**src/rtl/cpu_pkg.sv**
```systemverilog
// cpu_pkg
// Shared constants and types for the front end of the pipeline.
//   ADDR_W / INSTR_W : address and instruction widths
//   PC_STEP          : sequential fetch increment in bytes
//   NOP_INSTR        : instruction shown in IF/ID when it holds no real instruction
//   fetch_state_t    : fetch-stage FSM states
//   next_seq_pc()    : modulo-2^ADDR_W sequential successor of an address
package cpu_pkg;

  localparam int ADDR_W  = 16;
  localparam int INSTR_W = 16;

  localparam logic [ADDR_W-1:0]  PC_STEP   = 16'd2;
  localparam logic [INSTR_W-1:0] NOP_INSTR = 16'h0000;

  typedef enum logic [1:0] {
    FETCH = 2'd0,
    HOLD  = 2'd1,
    DRAIN = 2'd2
  } fetch_state_t;

  // Plain ADDR_W-bit add: the carry out is dropped, so 0xFFFE wraps to 0x0000.
  function automatic logic [ADDR_W-1:0] next_seq_pc(input logic [ADDR_W-1:0] pc);
    return pc + PC_STEP;
  endfunction

endpackage

```
**src/rtl/if_id_reg.sv**
```systemverilog
// if_id_reg
// IF/ID pipeline register with load / hold / clear control.
//   clk, reset       : clock, asynchronous active-high reset (clears to NOP)
//   load             : capture instr_d / pc_d / pc_plus2_d and mark valid
//   clear            : squash to NOP and mark invalid (wins over load)
//   neither          : hold current contents
//   instr, pc, pc_plus2, valid : register contents
module if_id_reg
  import cpu_pkg::*;
(
  input  logic               clk,
  input  logic               reset,
  input  logic               load,
  input  logic               clear,
  input  logic [INSTR_W-1:0] instr_d,
  input  logic [ADDR_W-1:0]  pc_d,
  input  logic [ADDR_W-1:0]  pc_plus2_d,
  output logic [INSTR_W-1:0] instr,
  output logic [ADDR_W-1:0]  pc,
  output logic [ADDR_W-1:0]  pc_plus2,
  output logic               valid
);

  // Clear only forces the instruction to NOP and drops valid; the address
  // fields are don't-care while invalid, so they are simply left alone.
  always_ff @(posedge clk or posedge reset) begin
    if (reset) begin
      instr    <= NOP_INSTR;
      pc       <= '0;
      pc_plus2 <= '0;
      valid    <= 1'b0;
    end else if (clear) begin
      instr    <= NOP_INSTR;
      valid    <= 1'b0;
    end else if (load) begin
      instr    <= instr_d;
      pc       <= pc_d;
      pc_plus2 <= pc_plus2_d;
      valid    <= 1'b1;
    end
  end

endmodule

```
**src/rtl/if_id_fetch.sv**
```systemverilog
// if_id_fetch
// Instruction-fetch stage sitting right after the PC register. Runs the
// valid/ready handshake with instruction memory, fills the IF/ID register and
// tells the PC register when to hold.
//   clk, reset           : clock, asynchronous active-high reset
//   pc_in                : fetch address from the PC register
//   stall                : decode/hazard stall, IF/ID must hold
//   flush                : taken branch, squash IF/ID and any in-flight fetch
//   imem_ready/imem_rdata: memory response (data valid when ready)
//   imem_req/imem_addr   : memory request, address stable until ready
//   pc_plus2             : pc_in + PC_STEP for the next-PC mux
//   fetch_busy           : PC register must hold (its repeat input)
//   if_id_*              : IF/ID pipeline register contents
module if_id_fetch
  import cpu_pkg::*;
(
  input  logic               clk,
  input  logic               reset,
  input  logic [ADDR_W-1:0]  pc_in,
  input  logic               stall,
  input  logic               flush,
  input  logic               imem_ready,
  input  logic [INSTR_W-1:0] imem_rdata,
  output logic               imem_req,
  output logic [ADDR_W-1:0]  imem_addr,
  output logic [ADDR_W-1:0]  pc_plus2,
  output logic               fetch_busy,
  output logic [INSTR_W-1:0] if_id_instr,
  output logic [ADDR_W-1:0]  if_id_pc,
  output logic [ADDR_W-1:0]  if_id_pc_plus2,
  output logic               if_id_valid
);

  fetch_state_t       state;
  logic [ADDR_W-1:0]  addr_q;
  logic [INSTR_W-1:0] skid_instr;
  logic [ADDR_W-1:0]  skid_pc;

  logic               ifid_load;
  logic               ifid_clear;
  logic [INSTR_W-1:0] ifid_instr_d;
  logic [ADDR_W-1:0]  ifid_pc_d;
  logic [ADDR_W-1:0]  ifid_pc_plus2_d;

  assign pc_plus2 = next_seq_pc(pc_in);

  // Request, busy and IF/ID control decoded from the current state.
  // In FETCH the PC register is released as soon as the memory answers and
  // decode is not stalled, which gives back-to-back fetches with no bubble.
  // In DRAIN the squashed request is finished at its old address while the PC
  // register is free to take the branch target.
  always_comb begin
    imem_req        = 1'b1;
    imem_addr       = pc_in;
    fetch_busy      = 1'b0;
    ifid_load       = 1'b0;
    ifid_clear      = 1'b0;
    ifid_instr_d    = imem_rdata;
    ifid_pc_d       = pc_in;
    ifid_pc_plus2_d = pc_plus2;

    case (state)
      FETCH: begin
        fetch_busy = !imem_ready || stall;
        if (flush) begin
          ifid_clear = 1'b1;
        end else if (!stall) begin
          if (imem_ready) ifid_load  = 1'b1;
          else            ifid_clear = 1'b1;
        end
      end

      DRAIN: begin
        imem_addr  = addr_q;
        ifid_clear = !stall;
      end

      HOLD: begin
        imem_req        = 1'b0;
        fetch_busy      = 1'b1;
        ifid_instr_d    = skid_instr;
        ifid_pc_d       = skid_pc;
        ifid_pc_plus2_d = next_seq_pc(skid_pc);
        if (flush)       ifid_clear = 1'b1;
        else if (!stall) ifid_load  = 1'b1;
      end

      default: begin
        imem_req = 1'b0;
      end
    endcase
  end

  // FSM with the skid buffer and the outstanding-request address. The skid
  // buffer catches an instruction that arrives while decode is stalled, since
  // the memory cannot be asked to hold its response.
  always_ff @(posedge clk or posedge reset) begin
    if (reset) begin
      state      <= FETCH;
      addr_q     <= '0;
      skid_instr <= NOP_INSTR;
      skid_pc    <= '0;
    end else begin
      case (state)
        FETCH: begin
          addr_q <= pc_in;
          if (imem_ready) begin
            if (!flush && stall) begin
              skid_instr <= imem_rdata;
              skid_pc    <= pc_in;
              state      <= HOLD;
            end
          end else if (flush) begin
            state <= DRAIN;
          end
        end

        DRAIN: begin
          if (imem_ready) state <= FETCH;
        end

        HOLD: begin
          if (flush || !stall) state <= FETCH;
        end

        default: state <= FETCH;
      endcase
    end
  end

  if_id_reg u_if_id_reg (
    .clk        (clk),
    .reset      (reset),
    .load       (ifid_load),
    .clear      (ifid_clear),
    .instr_d    (ifid_instr_d),
    .pc_d       (ifid_pc_d),
    .pc_plus2_d (ifid_pc_plus2_d),
    .instr      (if_id_instr),
    .pc         (if_id_pc),
    .pc_plus2   (if_id_pc_plus2),
    .valid      (if_id_valid)
  );

endmodule

```
**config.mk**
```make
export PLATFORM = sky130hd
export DESIGN_NAME = if_id_fetch
export DESIGN_NICKNAME = d
export VERILOG_FILES = /design/src/rtl/cpu_pkg.sv /design/src/rtl/if_id_reg.sv /design/src/rtl/if_id_fetch.sv
export SDC_FILE = /design/constraint.sdc
export NUM_CORES = 1
export LEC_CHECK = 0
export ABC_AREA = 1
export BUFFER_PORTS_ARGS = -buffer_cell sky130_fd_sc_hd__buf_2
export CAP_MARGIN = 10
export CORE_MARGIN = 5
export CORE_UTILIZATION = 45
export DETAILED_ROUTE_END_ITERATION = 7
export PLACE_DENSITY = 0.74
export SLEW_MARGIN = 20
export SYNTH_ARGS = -nofsm -noshare
export SYNTH_HDL_FRONTEND = slang
export SYNTH_HIERARCHICAL = 1
export SYNTH_SLANG_ARGS = --single-unit
```
**constraint.sdc**
```tcl
create_clock -name clk -period 2.5 [get_ports clk]
set_input_delay 0.25 -clock clk [delete_from_list [all_inputs] [get_ports clk]]
set_output_delay 0.25 -clock clk [all_outputs]
set_load 0.1 [all_outputs]
```
==> impl_results.md <==
* Outcome: completed
* DR WL/cell at 14.1 um
* Max Slew Vio Count at 0
* Drt drc at 0
* Reg2reg path depth at 8
* Num rows at 39
* R2r setup slk at 0.50 ns
* FFs w/ async S/R, synth at 100%
* Endpoints failing setup at 0
* Number of diodes at 0
* Post-DP HPWL at 10200 um
* Yosys top cell area share at 47.0%
* Multi-input logic area at 0.00248 sq mm
* PwrDens at 958 mW/mm^2
* Prevailing post-synth register cell: dfrtp_1
* Largest delay share family, worst path: buffers and inverters
* Layout Nets at 863
* Kind of critical path: register to output port
* Post-synthesis cell area at 0.00528 sq mm
* Leak at 3.56 nW
* Global-route wire length before repair at 22900 um
* Max stage delay cell, worst path: dfrtp_1
* Drt initial violations at 333
* Via count at 4952
* Post-Place Setup Slack at 0.448 ns
* Max incr delay on CP at 0.48 ns
* CTS H-tree depth at 3
* Worst Slack Setup Final at 0.146 ns
* Worst VDD drop at 0.549 mV
* Total wire length at 13700 um
* Commonest non-fill, non-tap cell in the layout: nand2_1
* Die Span Y at 118 um
* Vias in the first global route at 4554
* Gr usage total at 19.8%
* Critical path depth at 6
* Longest Clk Path Bufs at 2
* Via density at 5.09
* Startpoint Class: register
* Gate Count Post-Synth at 720
* GR Overflow Total at 0
* Final min period at 2.35 ns
* Initial antenna violation count at 0
* Core area at 0.0115 sq mm
* Clk_skew at 0.00669 ns
* Sequential cell area at 0.00248 sq mm
* Max-cap violations at 0
* Fin. Hold Viols at 0
* Top cells by area, synth: dfrtp_1 (47%), nand2_1 (18%), o21ai_0 (7.6%)
* RSZ-0062 raised after global routing: no
* Critical Path RT at 2.25 ns
* Commonest non-fill, non-tap cells in the layout: nand2_1 (256), buf_2 (107), dfrtp_1 (99)
* Final ANT Viol Nets at 0
* Worst-Margin Slew at 0.689 ns
* Syn avg cell area at 7.33 sq um
* Cell area after placement at 0.00615 sq mm
* Worst-path fanout max at 24
* Root Driver: clkbuf_16
* TritonCTS clock tree: built
* Worst Path Buf+Inv at 3
* CTS clk-pin slew, worst paths at 0.07 ns
* Worst path cell trace: inv_1 -> nand2_2 -> buf_12 -> nand2_1 -> o21ai_4 -> clkbuf_4
* Max Freq at 425 MHz
* Synth Register Bits at 99
* Area Growth Syn to Fin at 22.9%
* Fillers at 1117
* Final instance area at 0.00648 sq mm
* Syn_nets at 759
* Setup TNS at 0 ns
* Critical path arrival at 2.10 ns
* Die W at 118 um
* # Post-CTS Setup Buffers at 0
* CTS Buf Count at 9
* YS warnings at 6
* Number of port buffers at 119
* Clk_lat worst skew at 0.34 ns
* CP endpoint kind: output port
* Clock sink count at 99
* Post-synthesis sequential area ratio at 47.0%
* HP Class: primary input to register
* Yosys cell types at 28
* Cell type with the highest aggregate area in the netlist: dfrtp_1
* Initial Utilization at 46.0%
* DRT Pass-1 Iters at 5
* Number of flops mapped to enable cells by yosys at 0
* Proportion of layout cells with a drive suffix above 1 at 22.0%
* Routability cong. at 0.884
* Max_slew headroom at 54.0%
* Fin crit share at 94.2%
* Worst Hold Depth at 2
* Largest net degree at the start of global routing at 50
* Die Area at 0.0140 sq mm
* I/O pin cnt at 120
[state kept, by name, indices dropped and copies added (netlist names)]
| register | flops |
|---|---|
| u_if_id_reg/pc_plus2 | 16 |
| u_if_id_reg/valid | 1 |
| skid_instr | 16 |
| addr_q | 16 |
| skid_pc | 16 |
| u_if_id_reg/instr | 16 |
| u_if_id_reg/pc | 16 |
| state | 2 |
[cells by family (layout without fill, tap and decap cells)]
| kind of cell | count (synthesis) | count (layout) | share of synthesized area (%) |
|---|---|---|---|
| adders and majority gates | 2 | 2 | 0.474 |
| xor gates and xnor gates | 8 | 8 | 1.33 |
| buffers and inverters | 117 | 226 | 10.2 |
| DFF | 99 | 99 | 47.0 |
| and+or+nand+nor | 380 | 380 | 30.1 |
| AOI/OAI and AO/OA | 114 | 114 | 11.0 |
[cells in the mapped netlist (all sizes together) (3+ instances only)]
cell    instances
nand3          75
a21oi          15
xor2            7
and2            3
nor2           35
nand4           6
clkbuf          8
dfrtp          99
buf            31
nand2         258
o21ai          95
inv            78
[through the flow]
| stage | total power [W] | std cells | hold WS, ns | utilization, % |
|---|---|---|---|---|
| after floorplan | 0.00436 | 720 | 0.317 | - |
| after CTS | 0.00625 | 972 | 0.116 | 56.3 |
| after detailed placement | 0.00485 | 955 | 0.239 | 53.6 |
| after global placement | 0.00481 | 955 | 0.236 | 53.6 |
| final | 0.00621 | 972 | 0.130 | 56.6 |
| after global routing | 0.00651 | 972 | 0.115 | 56.6 |
[layer usage]
metal  track usage, %  routed length [um]
met4             6.24                 199
met5                0                   0
met1             30.0                6720
met3             4.39                1020
met2             28.1                5780
[timing repair]
action | CTS | global route
hold buffers | 1 | 0
resized for setup | 0 | 12
hold endpoints to repair | 28 | 0
endpoints found under the setup margin | 0 | 12
[worst reg2reg max path: stages, from the launching register on]
cell and delay, ns:
dfrtp_1 0.46, inv_1 0.24, nand3_1 0.11, a31oi_1 0.34, inv_1 0.12, nand2_1 0.32, buf_12 0.22, nand2_1 0.08
nand2_1 0.06
[power breakdown]
group	total [W]	leakage [nW]	internal, W	switching (W)
registers	0.00211	1.24	0.00192	0.000196
logic	0.00272	2.19	0.000442	0.00227
clock network	0.00138	0.135	0.000776	0.000605
total	0.00621	3.56	0.00314	0.00307
[final cells by class]
type,count,area share [%]
inverters,78,4.51
well taps,143,2.76
flip-flops and latches,99,38.2
clock buffers,10,3.53
multi-input cells,504,38.2
clock inverters,6,1.02
repair buffers,132,11.8
[path summary, 6_finish.rpt]
path	from	end
hold / removal	imem_ready	state[1]$_DFFE_PP0P_
setup reg to reg	state[0]$_DFFE_PP0P_	u_if_id_reg/pc_plus2[9]$_DFFE_PP0P_
hold reg to reg	u_if_id_reg/pc_plus2[8]$_DFFE_PP0P_	u_if_id_reg/pc_plus2[8]$_DFFE_PP0P_
setup / recovery	state[0]$_DFFE_PP0P_	imem_addr[9]
min in group asynchronous	reset	u_if_id_reg/instr[12]$_DFFE_PP0P_
max in group asynchronous	reset	addr_q[14]$_DFFE_PP0P_
(Power assumes the default switching activity.)
